$ cat config.mk
export PLATFORM = sky130hd
export DESIGN_NAME = if_id_stage
export DESIGN_NICKNAME = d
export VERILOG_FILES = /design/src/rtl/mips_pkg.sv /design/src/rtl/fetch_skid_buf.sv /design/src/rtl/if_id_stage.sv
export SDC_FILE = /design/constraint.sdc
export NUM_CORES = 1
export LEC_CHECK = 0
export BUFFER_PORTS_ARGS = -buffer_cell sky130_fd_sc_hd__buf_2
export CORE_MARGIN = 5
export CORE_UTILIZATION = 50
export CTS_CLUSTER_DIAMETER = 80
export DETAILED_ROUTE_END_ITERATION = 7
export MAX_ROUTING_LAYER = met4
export PLACE_DENSITY = 0.88
export SKIP_LAST_GASP = 1
export SLEW_MARGIN = 20
export SYNTH_ARGS = -nofsm -noshare
export SYNTH_HDL_FRONTEND = slang
export SYNTH_SLANG_ARGS = --single-unit
$ cat constraint.sdc
create_clock -name clk -period 3.85 [get_ports clk]
set_clock_uncertainty 0.15 [all_clocks]
set_input_delay 0 -clock clk [delete_from_list [all_inputs] [get_ports clk]]
set_output_delay 0 -clock clk [all_outputs]
set_load 0.02 [all_outputs]
$ cat src/rtl/mips_pkg.sv
// Shared definitions for the MIPS front end: NOP encoding, PC step,
// fetch FSM states and the fetched-word payload.
package mips_pkg;

  localparam int unsigned WORD_W = 32;

  localparam logic [WORD_W-1:0] NOP_INSTR = 32'h0000_0000;
  localparam logic [WORD_W-1:0] PC_STEP   = 32'd4;

  typedef enum logic [1:0] {
    IDLE  = 2'd0,
    FETCH = 2'd1,
    HELD  = 2'd2
  } fetch_state_e;

  typedef struct packed {
    logic [WORD_W-1:0] instr;
    logic [WORD_W-1:0] pc_plus4;
  } fetch_word_t;

endpackage

$ cat src/rtl/fetch_skid_buf.sv
// One-entry holding buffer for a fetched word that arrived while ID was stalled.
module fetch_skid_buf
  import mips_pkg::*;
(
  input  logic        clk,
  input  logic        reset,
  input  logic        load,
  input  logic        clear,
  input  fetch_word_t d,
  output fetch_word_t q,
  output logic        full
);

  // Clear has priority so a flush always empties the entry.
  always_ff @(posedge clk) begin
    if (reset) begin
      q    <= '0;
      full <= 1'b0;
    end else if (clear) begin
      q    <= '0;
      full <= 1'b0;
    end else if (load) begin
      q    <= d;
      full <= 1'b1;
    end
  end

endmodule

$ cat src/rtl/if_id_stage.sv
// Instruction fetch plus IF/ID register: owns the PC, issues one outstanding
// imem request at a time, and handles stalls (via skid) and branch flushes.
module if_id_stage
  import mips_pkg::*;
#(
  parameter int unsigned        DATA_W   = 32,
  parameter logic [DATA_W-1:0]  PC_RESET = 32'h0000_0000
) (
  input  logic              clk,
  input  logic              reset,
  input  logic              stall,
  input  logic              branch_taken,
  input  logic [DATA_W-1:0] branch_target,
  output logic              imem_req,
  output logic [DATA_W-1:0] imem_addr,
  input  logic              imem_valid,
  input  logic [DATA_W-1:0] imem_rdata,
  output logic              id_valid,
  output logic [DATA_W-1:0] id_instr,
  output logic [DATA_W-1:0] id_pc_plus4,
  output logic [15:0]       id_imm16
);

  fetch_state_e      state, state_next;
  logic [DATA_W-1:0] pc, pc_next, pc_plus4_c;
  logic              discard, discard_next;
  logic              id_valid_next;
  logic [DATA_W-1:0] id_instr_next, id_pc_plus4_next;
  logic              skid_load, skid_clear, skid_full;
  fetch_word_t       skid_d, skid_q;

  assign pc_plus4_c = pc + DATA_W'(PC_STEP);
  assign imem_addr  = pc;
  assign id_imm16   = id_instr[15:0];

  fetch_skid_buf u_skid (
    .clk   (clk),
    .reset (reset),
    .load  (skid_load),
    .clear (skid_clear),
    .d     (skid_d),
    .q     (skid_q),
    .full  (skid_full)
  );

  always_ff @(posedge clk) begin
    if (reset) begin
      state       <= IDLE;
      pc          <= PC_RESET;
      discard     <= 1'b0;
      imem_req    <= 1'b0;
      id_valid    <= 1'b0;
      id_instr    <= DATA_W'(NOP_INSTR);
      id_pc_plus4 <= '0;
    end else begin
      state       <= state_next;
      pc          <= pc_next;
      discard     <= discard_next;
      imem_req    <= (state_next == FETCH);
      id_valid    <= id_valid_next;
      id_instr    <= id_instr_next;
      id_pc_plus4 <= id_pc_plus4_next;
    end
  end

  always_comb begin
    state_next       = state;
    pc_next          = pc;
    discard_next     = discard;
    id_valid_next    = id_valid;
    id_instr_next    = id_instr;
    id_pc_plus4_next = id_pc_plus4;
    skid_load        = 1'b0;
    skid_clear       = 1'b0;
    skid_d.instr     = WORD_W'(imem_rdata);
    skid_d.pc_plus4  = WORD_W'(pc_plus4_c);

    if (branch_taken) begin
      // A request still in flight must have its eventual response dropped.
      state_next    = FETCH;
      pc_next       = branch_target;
      discard_next  = (state == FETCH) && !imem_valid;
      id_valid_next = 1'b0;
      id_instr_next = DATA_W'(NOP_INSTR);
      skid_clear    = 1'b1;
    end else begin
      case (state)
        IDLE: state_next = FETCH;
        FETCH: begin
          if (imem_valid && discard) begin
            discard_next = 1'b0;
            if (!stall) begin
              id_valid_next = 1'b0;
              id_instr_next = DATA_W'(NOP_INSTR);
            end
          end else if (imem_valid && stall) begin
            skid_load  = 1'b1;
            pc_next    = pc_plus4_c;
            state_next = HELD;
          end else if (imem_valid) begin
            id_valid_next    = 1'b1;
            id_instr_next    = imem_rdata;
            id_pc_plus4_next = pc_plus4_c;
            pc_next          = pc_plus4_c;
          end else if (!stall) begin
            id_valid_next = 1'b0;
            id_instr_next = DATA_W'(NOP_INSTR);
          end
        end
        HELD: begin
          if (!stall) begin
            id_valid_next    = skid_full;
            id_instr_next    = DATA_W'(skid_q.instr);
            id_pc_plus4_next = DATA_W'(skid_q.pc_plus4);
            skid_clear       = 1'b1;
            state_next       = FETCH;
          end
        end
        default: state_next = IDLE;
      endcase
    end
  end

endmodule

==> metrics.md <==
| Metric | Value |
|---|---|
| Distinct cells, synth | 47 |
| Peak supply drop | 333 µV |
| Final setup violation count | 0 |
| Post-CTS resize count | 0 |
| #FFs+latches synth | 166 |
| Initial antenna violation count | 1 |
| CP arrival | 3.27 ns |
| H-tree Lvls | 4 |
| Clk slew on worst S/H paths | 0.07 ns |
| Achievable Freq | 322 MHz |
| Initial DRC Count | 746 |
| Period utilization | 80.6% |
| Worst EP required | 4.02 ns |
| Slew Limit Fails | 0 |
| Grt ovf | 0 |
| Largest net degree at the start of global routing | 56 |
| Row count | 44 |
| Pre-Repair DR Iteration Count | 8 |
| Core Area | 14500 µm² |
| Vias in the first global route | 7274 |
| IO Pins | 183 |
| CP startpoint kind | flip-flop |
| Routed via count | 7671 |
| Die Y | 132 µm |
| Post-DR wirelength/cell | 17.3 µm |
| Worst-Margin Slew | 1.00 ns |
| Setup TNS | 0 ns |
| Synthesized net count | 994 |
| Pre-CTS setup slack | 0.886 ns |
| Final setup margin | 0.748 ns |
| # nets final | 1208 |
| Syn-to-layout area delta | 32.0% |
| Wire length of the first global-routing pass | 37200 µm |
| Synth Instances | 920 |
| Yosys top cell area share | 44.9% |
| CTS tree | yes |
| Post-Syn Area per Cell | 8.04 µm² |
| Number of remaining DRC errors | 0 |
| Commonest non-fill, non-tap cell in the layout | buf_2 |
| Pwr Total | 0.00397 W |
| Post-DR vias/cell | 5.76 |
| Core Util, Final | 67.2% |
| Post-route minimum period | 3.10 ns |
| Commonest non-fill, non-tap cells in the layout | buf_2 (182), dfxtp_1 (166), nand2_1 (156) |
| Slew margin rel. | 31.3% |
| EDFF count, synth | 0 |
| Filler Cell Count | 1082 |
| Dominant cell type by area after synthesis | dfxtp_1 |
| Post-Place Cell Area | 8260 µm² |
| Largest family of logic cells by synthesized area | compound AO/OA/AOI/OAI gates |
| Skew-Pair Late Insertion Delay | 0.44 ns |
| Clock root cell | clkbuf_16 |
| Port-buffer cells | 182 |
| Hpwl dp | 13900 µm |
| GRT Util Overall | 26.5% |
| MaxCap Viol Count | 0 |
| Synth area leaders | dfxtp_1 (45%), nand2_1 (7.9%), a21oi_1 (6.1%) |
| Synth Area in Adders | 0.846% |
| Top_reg_cell synth | dfxtp_1 |
| Final Hold Vio Count | 0 |
| Post-DRT Antenna Nets | 0 |
| CTS Sinks | 166 |
| Critical path peak fanout | 11 |
| Die Width | 132 µm |
| Post-synthesis simple-gate area fraction | 20.1% |
| Mapped cell area | 7390 µm² |
| Sequential area share after synthesis | 44.9% |
| Die ar. | 17300 µm² |
| Placer Congestion | 0.894 |
| Xor and xnor area share after synthesis | 5.69% |
| Worst setup path class | flip-flop to flip-flop |
| Synth warn | 0 |
| Starting Density | 50.9% |
| Unrepaired setup endpoints after global routing | false |
| Pwr Density | 407 nW/µm² |
| Status | finished, final reports clean |
| Leak pwr | 3.93 nW |
| Fraction of final layout cells sized beyond drive strength 1 | 21.3% |
| Class of the worst hold path | input port to flip-flop |
| Worst Setup End Kind | flip-flop |
| Finished Cell Area | 9760 µm² |
| Synth async-reset ratio | 0% |
| Complex-gate fraction of the synthesized area | 21.0% |
| Total Wirelength | 23100 µm |
| CTS Buf Count | 17 |
| Mux cell area share after synthesis | 0.948% |
| CTS max path bufs | 2 |
-- state kept, by name (all words and copies together) (netlist names) --
| register | cells |
|---|---|
| u_skid.full | 1 |
| u_skid.q | 64 |
| id_instr | 32 |
| id_valid | 1 |
| discard | 1 |
| state | 2 |
| imem_addr | 32 |
| id_pc_plus4 | 32 |
| imem_req | 1 |
-- synth_stat cells (all sizes together) (3+ instances only) --
library cell and instances:
o22ai 11, o21bai 8, nor3 27, or4 7, mux2i 7, nand2b 6
nand3 15, a211oi 21, or3 9, a31oi 3, a21oi 90, o211ai 6
ha 5, o21ai 71, inv 9, nor2 67, nor4 15, dfxtp 166
nand4 7, xnor2 29, nand2 156, xor2 19, a22oi 34, and3 9
or2 3, a311oi 7, clkbuf 69, buf 26
-- power by group --
part / switching, W / internal, W
Sequential: 0.0000580 / 0.00177
Combinational: 0.000283 / 0.000207
Clock: 0.000794 / 0.000863
-- path summary, 6_finish.rpt --
path	startpoint	endpoint	slack, ns	cells past startpoint
setup reg to reg	state[0]$_SDFF_PP0_	imem_addr[2]$_SDFFE_PP0P_	0.75	8
hold / removal	imem_rdata[16]	u_skid.q[48]$_SDFFE_PP0P_	0.21	4
setup / recovery	state[0]$_SDFF_PP0_	imem_addr[2]$_SDFFE_PP0P_	0.75	8
hold reg to reg	id_pc_plus4[8]$_SDFFE_PP0P_	id_pc_plus4[8]$_SDFFE_PP0P_	0.30	2
-- layout make-up --
type | instances | area [µm²] | area share (%)
multi-input cells | 649 | 3630 | 37.2
flip-flops and latches | 166 | 3320 | 34.0
clock inverters | 15 | 150 | 1.54
diodes | 1 | 2.50 | 0.0256
well taps | 184 | 230 | 2.36
clock buffers | 17 | 425 | 4.36
repair buffers | 290 | 1960 | 20.1
inverters | 10 | 37.5 | 0.385
-- repair_timing --
| action | in CTS | in global routing |
|---|---|---|
| setup buffers | 0 | 0 |
| hold buffers | 92 | 0 |
| hold endpoints to repair | 107 | 0 |
-- critical path: stages (launching register included) --
cell	delay (ns)
dfxtp_1	0.40
ha_1	0.41
and3b_1	0.49
xnor2_1	0.17
nor2_1	0.06
a21oi_1	0.12
dlygate4sd3_1	0.57
nor2_1	0.04
dlygate4sd3_1	0.57
-- cells by family (layout without fill, tap and decap cells) --
group,count (synthesis),after routing
other cells,0,1
simple gates,328,328
xor+xnor,48,48
compound gates,261,261
buf+inv,105,332
flops,166,166
mux,7,7
fa+ha+maj,5,5
-- through the flow --
step	hold WS (ns)	instances
6_report	0.210	1332
5_1_grt	0.226	1332
4_1_cts	0.198	1331
3_5_place_dp	0.0865	1207
3_3_place_gp	0.0835	1206
2_1_floorplan	-0.0140	920
-- metal layers --
layer	share of wire (%)	vias up	track usage (%)	wire [µm]
li1	-	3623	-	-
met1	40	3587	32.8	9190
met2	49	385	42.3	11300
met3	8.1	76	5.96	1860
met4	3.2	0	9.89	739
met5	0	-	-	0
No activity file was read; power rests on OpenSTA's default activity.
